File: src/rtl/load_store_unit_if.sv
// Request/response bundle between the memory-access stage and the load/store unit.
interface load_store_unit_if;
  logic        req_valid;
  logic        req_ready;
  logic        req_write;
  logic        req_size;
  logic [7:0]  req_addr;
  logic [15:0] req_wdata;
  logic        resp_valid;
  logic [15:0] resp_rdata;

  modport master (
    output req_valid, req_write, req_size, req_addr, req_wdata,
    input  req_ready, resp_valid, resp_rdata
  );

  modport slave (
    input  req_valid, req_write, req_size, req_addr, req_wdata,
    output req_ready, resp_valid, resp_rdata
  );
endinterface

File: src/rtl/load_store_unit.sv
// Byte/halfword load-store sequencer in front of a 256x8 data memory.
// Halfwords are split into two byte accesses at addr and addr+1 (wrapping).
module load_store_unit (
  input  logic               clk,
  input  logic               rst,
  load_store_unit_if.slave   lsu,
  output logic [7:0]         o_mem_address,
  output logic [7:0]         o_mem_write_data,
  output logic               o_mem_wren,
  input  logic [7:0]         i_mem_read_data
);

  typedef enum logic [1:0] {
    IDLE  = 2'd0,
    BYTE0 = 2'd1,
    BYTE1 = 2'd2,
    RESP  = 2'd3
  } state_t;

  state_t      r_state;
  state_t      w_state_nxt;

  logic        r_write;
  logic        r_size;
  logic [7:0]  r_addr;
  logic [7:0]  r_wdata_hi;
  logic [15:0] r_rdata;

  logic [7:0]  r_mem_address;
  logic [7:0]  r_mem_write_data;
  logic        r_mem_wren;
  logic        r_req_ready;
  logic        r_resp_valid;

  logic [7:0]  w_mem_address_nxt;
  logic [7:0]  w_mem_write_data_nxt;
  logic        w_mem_wren_nxt;
  logic        w_req_ready_nxt;
  logic        w_resp_valid_nxt;

  // Next-state decode.
  always_comb begin
    w_state_nxt = r_state;
    case (r_state)
      IDLE: begin
        if (lsu.req_valid) begin
          w_state_nxt = BYTE0;
        end else begin
          w_state_nxt = IDLE;
        end
      end
      BYTE0: begin
        if (r_size) begin
          w_state_nxt = BYTE1;
        end else begin
          w_state_nxt = RESP;
        end
      end
      BYTE1:   w_state_nxt = RESP;
      RESP:    w_state_nxt = IDLE;
      default: w_state_nxt = IDLE;
    endcase
  end

  // Output values for the upcoming state; every output is a register.
  // BYTE0 is only entered from IDLE, so its address/data come from the request being accepted.
  always_comb begin
    w_mem_address_nxt    = r_mem_address;
    w_mem_write_data_nxt = 8'h00;
    w_mem_wren_nxt       = 1'b1;
    w_req_ready_nxt      = 1'b0;
    w_resp_valid_nxt     = 1'b0;
    case (w_state_nxt)
      IDLE: begin
        w_req_ready_nxt = 1'b1;
      end
      BYTE0: begin
        w_mem_address_nxt = lsu.req_addr;
        if (lsu.req_write) begin
          w_mem_write_data_nxt = lsu.req_wdata[7:0];
          w_mem_wren_nxt       = 1'b0;
        end else begin
          w_mem_write_data_nxt = 8'h00;
          w_mem_wren_nxt       = 1'b1;
        end
      end
      BYTE1: begin
        w_mem_address_nxt = r_addr + 8'd1;
        if (r_write) begin
          w_mem_write_data_nxt = r_wdata_hi;
          w_mem_wren_nxt       = 1'b0;
        end else begin
          w_mem_write_data_nxt = 8'h00;
          w_mem_wren_nxt       = 1'b1;
        end
      end
      RESP: begin
        w_resp_valid_nxt = 1'b1;
      end
      default: begin
        w_req_ready_nxt = 1'b0;
      end
    endcase
  end

  // State, request capture, load-data capture and registered outputs.
  always_ff @(posedge clk) begin
    if (rst) begin
      r_state          <= IDLE;
      r_write          <= 1'b0;
      r_size           <= 1'b0;
      r_addr           <= 8'h00;
      r_wdata_hi       <= 8'h00;
      r_rdata          <= 16'h0000;
      r_mem_address    <= 8'h00;
      r_mem_write_data <= 8'h00;
      r_mem_wren       <= 1'b1;
      r_req_ready      <= 1'b1;
      r_resp_valid     <= 1'b0;
    end else begin
      r_state          <= w_state_nxt;
      r_mem_address    <= w_mem_address_nxt;
      r_mem_write_data <= w_mem_write_data_nxt;
      r_mem_wren       <= w_mem_wren_nxt;
      r_req_ready      <= w_req_ready_nxt;
      r_resp_valid     <= w_resp_valid_nxt;
      case (r_state)
        IDLE: begin
          if (lsu.req_valid) begin
            r_write    <= lsu.req_write;
            r_size     <= lsu.req_size;
            r_addr     <= lsu.req_addr;
            r_wdata_hi <= lsu.req_wdata[15:8];
            r_rdata    <= 16'h0000;
          end else begin
            r_rdata    <= r_rdata;
          end
        end
        BYTE0: begin
          if (!r_write) begin
            r_rdata[7:0] <= i_mem_read_data;
          end else begin
            r_rdata      <= r_rdata;
          end
        end
        BYTE1: begin
          if (!r_write) begin
            r_rdata[15:8] <= i_mem_read_data;
          end else begin
            r_rdata       <= r_rdata;
          end
        end
        default: begin
          r_rdata <= r_rdata;
        end
      endcase
    end
  end

  assign lsu.req_ready     = r_req_ready;
  assign lsu.resp_valid    = r_resp_valid;
  assign lsu.resp_rdata    = r_rdata;
  assign o_mem_address     = r_mem_address;
  assign o_mem_write_data  = r_mem_write_data;
  assign o_mem_wren        = r_mem_wren;

endmodule

File: src/flat_wrapper.sv
// flat-port wrapper written by rule: the top's interface ports become plain ports
module load_store_unit_flat 
  (clk, rst, o_mem_address, o_mem_write_data, o_mem_wren, i_mem_read_data, lsu_req_valid, lsu_req_write, lsu_req_size, lsu_req_addr, lsu_req_wdata, lsu_req_ready, lsu_resp_valid, lsu_resp_rdata);
  load_store_unit_if lsu_i ();
  input  logic clk;
  input  logic rst;
  output logic [7:0] o_mem_address;
  output logic [7:0] o_mem_write_data;
  output logic o_mem_wren;
  input  logic [7:0] i_mem_read_data;
  input wire logic [$bits(lsu_i.req_valid)-1:0] lsu_req_valid;
  input wire logic [$bits(lsu_i.req_write)-1:0] lsu_req_write;
  input wire logic [$bits(lsu_i.req_size)-1:0] lsu_req_size;
  input wire logic [$bits(lsu_i.req_addr)-1:0] lsu_req_addr;
  input wire logic [$bits(lsu_i.req_wdata)-1:0] lsu_req_wdata;
  output wire logic [$bits(lsu_i.req_ready)-1:0] lsu_req_ready;
  output wire logic [$bits(lsu_i.resp_valid)-1:0] lsu_resp_valid;
  output wire logic [$bits(lsu_i.resp_rdata)-1:0] lsu_resp_rdata;
  assign lsu_i.req_valid = lsu_req_valid;
  assign lsu_i.req_write = lsu_req_write;
  assign lsu_i.req_size = lsu_req_size;
  assign lsu_i.req_addr = lsu_req_addr;
  assign lsu_i.req_wdata = lsu_req_wdata;
  assign lsu_req_ready = lsu_i.req_ready;
  assign lsu_resp_valid = lsu_i.resp_valid;
  assign lsu_resp_rdata = lsu_i.resp_rdata;
  load_store_unit u_core (.clk(clk), .rst(rst), .lsu(lsu_i), .o_mem_address(o_mem_address), .o_mem_write_data(o_mem_write_data), .o_mem_wren(o_mem_wren), .i_mem_read_data(i_mem_read_data));
endmodule
File: config.mk
export PLATFORM = sky130hd
export DESIGN_NAME = load_store_unit_flat
export DESIGN_NICKNAME = d
export VERILOG_FILES = /design/src/rtl/load_store_unit_if.sv /design/src/rtl/load_store_unit.sv /design/src/flat_wrapper.sv
export SDC_FILE = /design/constraint.sdc
export NUM_CORES = 1
export LEC_CHECK = 0
export ABC_AREA = 1
export BUFFER_PORTS_ARGS = -buffer_cell sky130_fd_sc_hd__buf_2
export CAP_MARGIN = 20
export CORE_MARGIN = 2
export CORE_UTILIZATION = 30
export CTS_BUF_LIST = sky130_fd_sc_hd__clkbuf_8
export CTS_CLUSTER_SIZE = 24
export DETAILED_ROUTE_END_ITERATION = 8
export GPL_TIMING_DRIVEN = 0
export SYNTH_ARGS = -nofsm -noshare
export SYNTH_HDL_FRONTEND = slang
export SYNTH_SLANG_ARGS = --single-unit
File: constraint.sdc
create_clock -name clk -period 2.5 [get_ports clk]
set_input_delay 0.125 -clock clk [delete_from_list [all_inputs] [get_ports clk]]
set_output_delay 0.125 -clock clk [all_outputs]
set_load 0.005 [all_outputs]
# Word level (Yosys, flattened, before mapping)
# Index checks and enable logic that the tools add are counted.
# classes
add_sub_neg	1
multipliers	0
div_mod_pow	0
n_lt_le_gt_ge	0
n_eq_ne	9
n_shift	0
mux	15
bitwise_logic	2
n_reduce_logical	8
# op_table
operator	count
$pmux 16 s3	1
$pmux 8 s2	2
$mux 8	3
$mux 16	1
$add 8x1->8 const B	1
$eq 2x2->1 const B	4
$pmux 2 s4	1
$reduce_and 4->1	2
$mux 1	6
$ne 2x2->1 const B	3
$reduce_bool 2->1	3
$eq 2x1->1 const B	2
$logic_not 2->1	2
$not 1->1	2
$pmux 1 s2	1
$reduce_and 2->1	1
# totals
regBits	55
latch_bits	0
mem_bits_rw	0
romBits	0
in_bits	37
out_inout_bits	35
elab_cells	47
n_memories	0

# Depth between registers and ports, before layout
# Gate-level depths: netlist of the first run.
# logic_depth
depth_word	4
ltp_mapped	14
depth_no_buf	13

# Worst setup path before layout of the first run
# Ideal clock, no wire load.
# synth_timing
path_kind	reg2reg
from	register u_core.r_state[1]
to	register u_core.r_mem_address[5], in the netlist u_core.o_mem_address[5]
setup_time_ps	119
t_arrival_ps	1975
required_time_ps	2381
slack_ps	406
path_stages_with_launch	15
path_buffers	2
synth_period_minus_slack_ps	2094
cell_sequence	dfxtp_1 > inv_1 > ha_1 > buf_4 > inv_2 > nor2_1 > inv_1 > a21oi_2 > inv_2 > ha_1 > inv_1 > clkbuf_1 > nor2_1 > nand2_1 > a21oi_1
# synth_via
elab_chain_cells	4
elab_cells_between_ends	9
cone_classes	eq/ne (5); mux (2); reduce/logical (2)
# synth_rtl
item	line_no	rtl
from (decl)	load_store_unit.sv:20	state_t r_state;
from (signal assigned)	load_store_unit.sv:121	r_state <= w_state_nxt;
$eq 2x2->1, or another cell as far along	load_store_unit.sv:44	case (r_state)
$pmux 2 s4 (*)	load_store_unit.sv:44	
net u_core.w_state_nxt[0]	load_store_unit.sv:21	state_t w_state_nxt;
$eq 2x2->1 / $eq 2x1->1 (equally long branches)	load_store_unit.sv:73	case (w_state_nxt)
$pmux 8 s2 / $reduce_bool 2->1 (equally long branches)	-	
to (signal assigned)	load_store_unit.sv:122	r_mem_address <= w_mem_address_nxt;
to (decl)	load_store_unit.sv:29	logic [7:0] r_mem_address;
# The timed path passes the listed nets; every way through them passes the cells marked *.
# A chain may end at the register's enable or synchronous reset.

# Worst setup path after layout of the first run
# layout_timing
from	register u_core.r_state[1]
to	register u_core.r_mem_address[6], in the netlist u_core.o_mem_address[6]
# Same word-level chain as after synthesis.

==> results.yml, run 1 <==
power:
  p_leak_nw: 1.334
  ir_drop_uv: 488.0
  total_power_w: 0.003716
  p_per_area_mw_per_mm2: 1243
finish:
  drive_above_1_share_pct: 25.77
  area_delta_synth_final_pct: 25.41
  fin_nets: 433
  stdcell_count: 490
  n_antenna_cell: 0
  stdcell_area_mm2: 0.002989
place:
  place_congestion: 0.7641
  place_area_mm2: 0.002856
  port_buffers: 69
  post-dp-hpwl_um: 4479
  placedCellCount: 482
clock_network:
  root_buffer: "clkbuf_8"
  cts_inserted_buffers: 5
  path_clk_slew_ps: 110
  ctsHtreeMaxLevel: 2
  cts_tree: "built"
  insertion_delay_ps: 310
  hold_buffers: 0
  clock_sinks: 55
  clockBufferDepth: 2
floorplanning:
  io_pins: 72
  dieHeight_um: 93.14
  initial_core_util_pct: 30.85
  die_w_um: 93.14
  rows: 32
  dieArea_mm2: 0.008674
  fp.coreArea_mm2: 0.007727
critical_path:
  max_stage_delay_ps: 390
  crit_buf_inv: 7
  start_kind: "flop"
  required_ps: 2750
  worstRegToRegCells: 14
  setup.worst_path.class: "reg2reg"
  r2r_setup_slack_ps: 260
  reg2reg_to: "u_core.o_mem_address[6]"
  path_max_fanout: 10
  timing.rr.start: "u_core.r_state[1]"
  worst_setup_path_end_kind: "flop"
  path_common_cell: "inv_1"
  cp_num_cells: 14
  critPathArrivalTime_ps: 2490
  worstPathCellList: "inv_1 > ha_1 > buf_4 > inv_2 > nor2_1 > inv_1 > a21oi_4 > inv_2 > ha_2 > inv_1 > buf_2 > nor2_1 > nand2_1 > a21oi_1"
  cp_top_family: "buffers and inverters"
  cp_slowest_cell: "ha_2"
hold_path:
  min_to: "u_core.r_wdata_hi[1]"
  hp-start: "lsu_req_wdata[9]"
  holdPathStages: 3
  hold_class: "in2reg"
timing:
  hold_viol: 0
  final-max-slew-violation-count: 0
  fin_tns_setup_ps: 0
  setup_viol: 0
  fmax_ghz: 0.4472
  finalCriticalPeriod_ps: 2236
  fin_skew_ps: 8.062
  fin_crit_sh_pct: 89.45
  worstMarginPinSlew_ps: 468.4
  relSlewSlack_pct: 68.66
route:
  dr.pass1.iters: 4
  wl_per_cell_um: 12.23
  drc_errors: 0
  vias: 2220
  ant_nets: 0
  first_iter_violations: 71
  viasPerCell: 4.531
  routed_wl_um: 5994
outcome:
  outcome: "complete, no violations"
yosys:
  ys_ff_latch: 55
  netlist_instances: 311
  synth.area.top_cells: "dfxtp_1 (46%), a21oi_1 (7.3%), nor2_1 (6.8%)"
  synth_common_cells: "dfxtp_1 (55), nor2_1 (43), nand2_1 (36), a21oi_1 (35), o21ai_0 (32)"
  yosysTopAreaCell: "dfxtp_1"
  syn_area_mm2: 0.002384
  async_reset_ff_share_pct: 0
  avgSynthCellArea_um2: 7.664
  ys_warn_count: 0
  synth_ff_type: "dfxtp_1"
  netlist.area_leader.share_pct: 46.19
  synth_cell_types: 24
  synth-edff-count: 0
  yosysMostFrequentCell: "dfxtp_1"
  synth_fp_nets: 357
  ys_seq_area_share_pct: 46.19
flow_run:
  max-cap-violations: 0
grt:
  grt_first_pass_wirelength_um: 9977
  grt_pass1_vias: 2080
  grt_usage_pct: 14.61
  grt_antenna_before_repair: 0
  grt_max_degree: 18
  overflow: 0
## cell usage in the layout, fill, tap and decap left out, types with 2 or more instances in the layout
| master | n |
|---|---|
| nand3_1 | 30 |
| nand2_1 | 36 |
| nor2_1 | 43 |
| buf_6 | 2 |
| buf_4 | 2 |
| o21ai_1 | 5 |
| clkbuf_1 | 7 |
| ha_1 | 8 |
| o211ai_1 | 2 |
| o21ai_2 | 2 |
| o21ai_0 | 32 |
| buf_2 | 74 |
| a21oi_1 | 35 |
| inv_2 | 4 |
| nand2_2 | 2 |
| inv_1 | 25 |
| and2_1 | 8 |
| clkbuf_8 | 6 |
| dfxtp_1 | 55 |
## final cells by class
| type | count | area [µm²] |
|---|---|---|
| Timing Repair Buffer | 69 | 345.3 |
| Inverter | 29 | 108.9 |
| Multi-Input combinational cell | 211 | 1096 |
| Fill cell | 829 | 4738 |
| Clock buffer | 6 | 82.58 |
| Clock inverter | 2 | 38.79 |
| Buffer | 16 | 88.84 |
| Sequential cell | 55 | 1101 |
| Tap cell | 102 | 127.6 |
## metrics by stage
stage	hold WS, ps	util [%]	setup WS, ps
finish	56.82	38.68	263.8
global route	47.87	38.68	-6.567
CTS	53.53	38.55	139.4
detailed placement	384.5	36.97	-19.06
global placement	379.5	36.97	49.64
floorplan	271.4	-	405.7
## worst register-to-register path: cells and delay by family, from the launching register on
| kind | cells | cell delay [ps] |
|---|---|---|
| compound gates | 2 | 270 |
| fa+ha+maj | 2 | 580 |
| buf+inv | 7 | 740 |
| flops | 1 | 320 |
| simple gates | 3 | 260 |
## registers in the layout, indices dropped and copies added, names as in the netlist, 2 cells and up
| name | count |
|---|---|
| u_core.lsu.resp_rdata | 16 |
| u_core.o_mem_address | 8 |
| u_core.o_mem_write_data | 8 |
| u_core.r_addr | 8 |
| u_core.r_state | 2 |
| u_core.r_wdata_hi | 8 |
## worst max-delay path by stage
stage,start,to,slack [ps]
2_1_floorplan,u_core.r_state[1],u_core.o_mem_address[5],410
3_3_place_gp,u_core.r_state[1],u_core.o_mem_address[7],50
3_5_place_dp,u_core.r_state[1],u_core.o_mem_address[6],-20
4_1_cts,u_core.r_state[1],u_core.o_mem_address[7],140
5_1_grt,u_core.r_state[1],u_core.o_mem_address[6],-7
6_report,u_core.r_state[1],u_core.o_mem_address[6],260
## power breakdown
part	switching [W]	internal, W
clock	0.000305	0.000330
sequential	0.000127	0.00113
combinational	0.00115	0.000672
total	0.00158	0.00214
## logic make-up (layout without fill, tap and decap cells)
family                   count (synthesis)  count (layout)  share of synthesized area, %
flip-flops                              55              55                         46.19
buffers and inverters                   45             122                         8.241
AND/OR/NAND/NOR                        122             122                         22.36
adder cells (fa/ha/maj)                  9               9                         4.724
AO/OA/AOI/OAI                           80              80                         18.48
## routing by layer
layer  track usage, %  up-vias  wire length (µm)
li1                 -     1169                 -
met1            19.18      989              2818
met2            23.31       54              2743
met3            3.062        8               300
met4            6.127        0               132
met5                0        -                 0
## repair_timing
action	in CTS	in global routing
gates resized for setup	1	3
endpoints found under the setup margin	3	10
buffers inserted	0	0
(Power assumes the default switching activity.)
==> run 2, diff against run 1 <==
--- a/config.mk
+++ b/config.mk
@@ -9,11 +9,12 @@
 export BUFFER_PORTS_ARGS = -buffer_cell sky130_fd_sc_hd__buf_2
 export CAP_MARGIN = 20
 export CORE_MARGIN = 2
-export CORE_UTILIZATION = 30
+export CORE_UTILIZATION = 50
 export CTS_BUF_LIST = sky130_fd_sc_hd__clkbuf_8
 export CTS_CLUSTER_SIZE = 24
 export DETAILED_ROUTE_END_ITERATION = 8
 export GPL_TIMING_DRIVEN = 0
+export PLACE_DENSITY = 0.78
 export SYNTH_ARGS = -nofsm -noshare
 export SYNTH_HDL_FRONTEND = slang
 export SYNTH_SLANG_ARGS = --single-unit
==> results.yml, run 2 (synthesis gave the netlist of run 1 again) <==
outcome:
  outcome: "complete, no violations"
clock_network:
  root_buffer: "clkbuf_8"
  cts_tree: "built"
  cts_inserted_buffers: 5
  clockBufferDepth: 2
  ctsHtreeMaxLevel: 2
  cts_setup_buffers: 0
  path_clk_slew_ps: 90
  clock_sinks: 55
  insertion_delay_ps: 310
critical_path:
  max_stage_delay_ps: 330
  reg2reg_to: "u_core.o_mem_address[5]"
  cp_top_family: "buffers and inverters"
  worstRegToRegCells: 14
  critPathArrivalTime_ps: 2430
  required_ps: 2740
  setup.worst_path.class: "reg2reg"
  worstPathCellList: "inv_1 > ha_1 > buf_4 > inv_2 > nor2_1 > inv_1 > a21oi_4 > inv_2 > ha_4 > inv_1 > clkbuf_2 > nor2_1 > nand2_1 > a21oi_1"
  start_kind: "flop"
  worst_setup_path_end_kind: "flop"
  cp_num_cells: 14
  r2r_setup_slack_ps: 310
  path_common_cell: "inv_1"
  path_max_fanout: 10
  crit_buf_inv: 7
  timing.rr.start: "u_core.r_state[1]"
  cp_slowest_cell: "dfxtp_1"
power:
  p_leak_nw: 1.325
  ir_drop_uv: 717.7
  p_per_area_mw_per_mm2: 1229
timing:
  fin_tns_setup_ps: 0
  fin_skew_ps: 6.199
  worstMarginPinSlew_ps: 439.5
  finalCriticalPeriod_ps: 2189
  fmax_ghz: 0.4568
  hold_viol: 0
  rsz0062_at_grt: "false"
  relSlewSlack_pct: 70.70
  setup_viol: 0
  final-max-slew-violation-count: 0
  fin_crit_sh_pct: 87.56
place:
  place_area_mm2: 0.002796
  port_buffers: 69
  post-dp-hpwl_um: 3993
  place_congestion: 0.8435
floorplanning:
  rows: 25
  initial_core_util_pct: 51.14
  io_pins: 72
  die_w_um: 73.05
  dieArea_mm2: 0.005336
  fp.coreArea_mm2: 0.004661
  dieHeight_um: 73.05
route:
  first_iter_violations: 97
  viasPerCell: 5.077
  wl_per_cell_um: 12.19
  routed_wl_um: 5387
  drc_errors: 0
  dr.pass1.iters: 4
  ant_nets: 0
  vias: 2244
finish:
  largest_reg_flops: 16
  multiInputGateArea_mm2: 0.001106
  n_antenna_cell: 0
  area_delta_synth_final_pct: 21.63
  final_common_cell: "buf_2"
  drive_above_1_share_pct: 25.26
  fill_cells: 434
  fin_nets: 433
  stdcell_area_mm2: 0.002899
  regArea_mm2: 0.001101
  final_cell_mix: "buf_2 (73), dfxtp_1 (55), nor2_1 (43)"
grt:
  grt_pass1_vias: 2096
  grt_first_pass_wirelength_um: 8914
  grt_max_degree: 16
  grt_antenna_before_repair: 0
  grt_usage_pct: 21.25
  overflow: 0
flow_run:
  max-cap-violations: 0
hold_path:
  hp-start: "lsu_req_wdata[8]"
  holdPathStages: 3
  hold_class: "in2reg"
  min_to: "u_core.r_wdata_hi[0]"
run 2: how the worst max path moves through the flow:
stage                      startpoint                 endpoint  slack [ps]
floorplan           u_core.r_state[1]  u_core.o_mem_address[5]         410
CTS                 u_core.r_state[1]  u_core.o_mem_address[5]         120
finish              u_core.r_state[1]  u_core.o_mem_address[5]         310
global route        u_core.r_state[1]  u_core.o_mem_address[6]          40
global placement    u_core.r_state[1]  u_core.o_mem_address[6]         110
detailed placement  u_core.r_state[1]  u_core.o_mem_address[5]           2
run 2: worst min-delay path, delay by kind of cell:
kind	cells	cell delay, ps
compound gates	1	70
simple gates	1	70
buf+inv	1	70
run 2: layout make-up:
| class | count | share of cell area [%] |
|---|---|---|
| Timing Repair Buffer | 69 | 11.91 |
| Clock inverter | 3 | 0.4316 |
| Inverter | 29 | 3.755 |
| Tap cell | 54 | 2.331 |
| Multi-Input combinational cell | 211 | 38.15 |
| Clock buffer | 5 | 2.374 |
| Sequential cell | 55 | 37.98 |
| Buffer | 16 | 3.064 |
run 2: what timing repair did:
item	4_1_cts	5_1_grt
setup endpoints to repair	2	16
hold buffers	0	0
gates resized for setup	1	3
cloned	0	0
run 2: power breakdown:
| group | internal (W) | switching, W |
|---|---|---|
| Combinational | 0.000701 | 0.00115 |
| Clock | 0.000189 | 0.000273 |
| Sequential | 0.00113 | 0.000118 |
| Total | 0.00202 | 0.00154 |
run 2: stage by stage:
| stage | util [%] | power [W] | setup WS [ps] | hold WS (ps) | std cells |
|---|---|---|---|---|---|
| 3_5_place_dp | 60.00 | 0.003042 | 1.996 | 382.6 | 434 |
| 2_1_floorplan | - | 0.002535 | 405.7 | 271.4 | 311 |
| 4_1_cts | 61.77 | 0.003512 | 118.8 | 55.92 | 442 |
| 6_report | 62.20 | 0.003564 | 311.0 | 58.93 | 442 |
| 5_1_grt | 62.20 | 0.003890 | 40.54 | 72.10 | 442 |
| 3_3_place_gp | 60.00 | 0.002999 | 105.5 | 374.5 | 434 |
run 2: metal layers:
layer  wire length (µm)  global-route usage [%]
met1               2430                   25.26
met2               2625                   36.84
met3                225                   3.591
met4                106                   10.29
met5                  0                       0
==> run 3, diff against run 2 <==
--- a/config.mk
+++ b/config.mk
@@ -9,12 +9,12 @@
 export BUFFER_PORTS_ARGS = -buffer_cell sky130_fd_sc_hd__buf_2
 export CAP_MARGIN = 20
 export CORE_MARGIN = 2
-export CORE_UTILIZATION = 50
+export CORE_UTILIZATION = 53
 export CTS_BUF_LIST = sky130_fd_sc_hd__clkbuf_8
 export CTS_CLUSTER_SIZE = 24
 export DETAILED_ROUTE_END_ITERATION = 8
 export GPL_TIMING_DRIVEN = 0
-export PLACE_DENSITY = 0.78
+export PLACE_DENSITY = 0.93
 export SYNTH_ARGS = -nofsm -noshare
 export SYNTH_HDL_FRONTEND = slang
 export SYNTH_SLANG_ARGS = --single-unit
==> results.yml, run 3 (synthesis gave the netlist of run 1 again) <==
critical_path:
  path_max_fanout: 10
  path_common_cell: "inv_1"
  timing.rr.start: "u_core.r_state[1]"
  worstRegToRegCells: 14
  reg2reg_to: "u_core.o_mem_address[5]"
  r2r_setup_slack_ps: 200
  worstPathCellList: "inv_1 > ha_1 > buf_4 > inv_2 > nor2_1 > inv_1 > a21oi_4 > inv_2 > ha_2 > inv_1 > buf_2 > nor2_1 > nand2_1 > a21oi_1"
  setup.worst_path.class: "reg2reg"
  worst_setup_path_end_kind: "flop"
  cp_slowest_cell: "ha_2"
  start_kind: "flop"
  required_ps: 2750
  critPathArrivalTime_ps: 2550
  max_stage_delay_ps: 380
timing:
  rsz0062_at_grt: "false"
  fin_tns_setup_ps: 0
  setup_viol: 0
  hold_viol: 0
  relSlewSlack_pct: 69.08
  fin_crit_sh_pct: 92.02
  fmax_ghz: 0.4347
  worstMarginPinSlew_ps: 463.7
  fin_skew_ps: 9.900
  final-max-slew-violation-count: 0
  layout_setup_ws_ps: 199.6
  finalCriticalPeriod_ps: 2300
finish:
  fin_nets: 433
  drive_above_1_share_pct: 26.03
  largest_reg_flops: 16
  area_delta_synth_final_pct: 21.42
  n_antenna_cell: 0
  final_common_cell: "buf_2"
  fin_util_pct: 66.47
  final_cell_mix: "buf_2 (74), dfxtp_1 (55), nor2_1 (43)"
  stdcell_area_mm2: 0.002894
floorplanning:
  dieArea_mm2: 0.005050
  initial_core_util_pct: 54.74
  io_pins: 72
  dieHeight_um: 71.06
  die_w_um: 71.06
  rows: 24
  fp.coreArea_mm2: 0.004354
hold_path:
  holdPathStages: 3
  hold_class: "in2reg"
  min_to: "u_core.r_wdata_hi[2]"
  hp-start: "lsu_req_wdata[10]"
route:
  dr.pass1.iters: 5
  vias: 2284
  wl_per_cell_um: 12.63
  first_iter_violations: 170
  ant_nets: 0
  drc_errors: 0
  routed_wl_um: 5555
  viasPerCell: 5.191
place:
  place_congestion: 0.8485
  port_buffers: 69
  place_area_mm2: 0.002794
  dp_slack_ps: -12.29
  post-dp-hpwl_um: 4168
flow_run:
  max-cap-violations: 0
outcome:
  outcome: "complete, no violations"
clock_network:
  ctsHtreeMaxLevel: 2
  root_buffer: "clkbuf_8"
  clockBufferDepth: 2
  insertion_delay_ps: 310
  cts_inserted_buffers: 5
  cts_tree: "built"
  hold_buffers: 0
  clock_sinks: 55
  path_clk_slew_ps: 100
grt:
  grt_max_degree: 18
  grt_pass1_vias: 2108
  grt_usage_pct: 21.95
  grt_antenna_before_repair: 0
  grt_first_pass_wirelength_um: 8949
  overflow: 0
power:
  p_leak_nw: 1.312
  ir_drop_uv: 888.3
  p_per_area_mw_per_mm2: 1239
-- run 3: changes by cell type in the layout (fill, tap and decap cells not counted) --
| cell | before | now |
|---|---|---|
| buf_2 | 73 | 74 |
| clkbuf_2 | 1 | 0 |
| clkinvlp_4 | 0 | 2 |
| ha_2 | 0 | 1 |
| ha_4 | 1 | 0 |
| inv_1 | 27 | 24 |
| inv_2 | 4 | 5 |
-- run 3: power by group --
part,switching [W],total [W],internal [W]
Combinational,0.00116,0.00184,0.000680
Clock,0.000289,0.000484,0.000195
Sequential,0.000125,0.00126,0.00113
Total,0.00158,0.00359,0.00201
-- run 3: stage by stage --
stage          power, W  std cells  hold slack [ps]
2_1_floorplan  0.002535        311            271.4
6_report       0.003586        440            55.03
3_5_place_dp   0.003062        432            382.6
4_1_cts        0.003551        440            62.28
5_1_grt        0.003866        440            69.68
3_3_place_gp   0.002981        432            375.0
-- run 3: final cells by class --
class | count | area (µm²)
fillers | 350 | 1460
flip-flops and latches | 55 | 1101
multi-input cells | 211 | 1096
repair buffers | 69 | 345.3
inverters | 29 | 108.9
plain buffers | 16 | 88.84
clock buffers | 5 | 68.82
well taps | 52 | 65.06
clock inverters | 3 | 20.02
-- run 3: repair_timing --
| action | CTS | global route |
|---|---|---|
| pin swaps | 0 | 0 |
| endpoints found under the setup margin | 6 | 15 |
| gates resized for setup | 1 | 4 |
| setup buffers | 0 | 0 |
-- run 3: how the worst max path moves through the flow --
stage,start,end,slack (ps),cells past startpoint
finish,u_core.r_state[1],u_core.o_mem_address[5],200,14
global route,u_core.r_state[1],u_core.o_mem_address[5],5,14
CTS,u_core.r_state[1],u_core.o_mem_write_data[1],100,13
detailed placement,u_core.r_state[1],u_core.o_mem_address[5],-10,14
global placement,u_core.r_state[1],u_core.o_mem_address[7],120,14
floorplan,u_core.r_state[1],u_core.o_mem_address[5],410,14
-- run 3: routing by layer --
metal | up-vias | GRT usage (%) | wire, µm
met4 | 0 | 7.547 | 117
met2 | 84 | 38.32 | 2757
li1 | 1171 | - | -
met1 | 1015 | 26.97 | 2322
met3 | 14 | 4.416 | 357
met5 | - | 0 | 0
-- run 3: critical path: cells and delay by family (launching register included) --
family,cells,cell delay (ps)
compound gates,2,270
fa+ha+maj,2,590
buf+inv,7,790
flops,1,320
simple gates,3,290
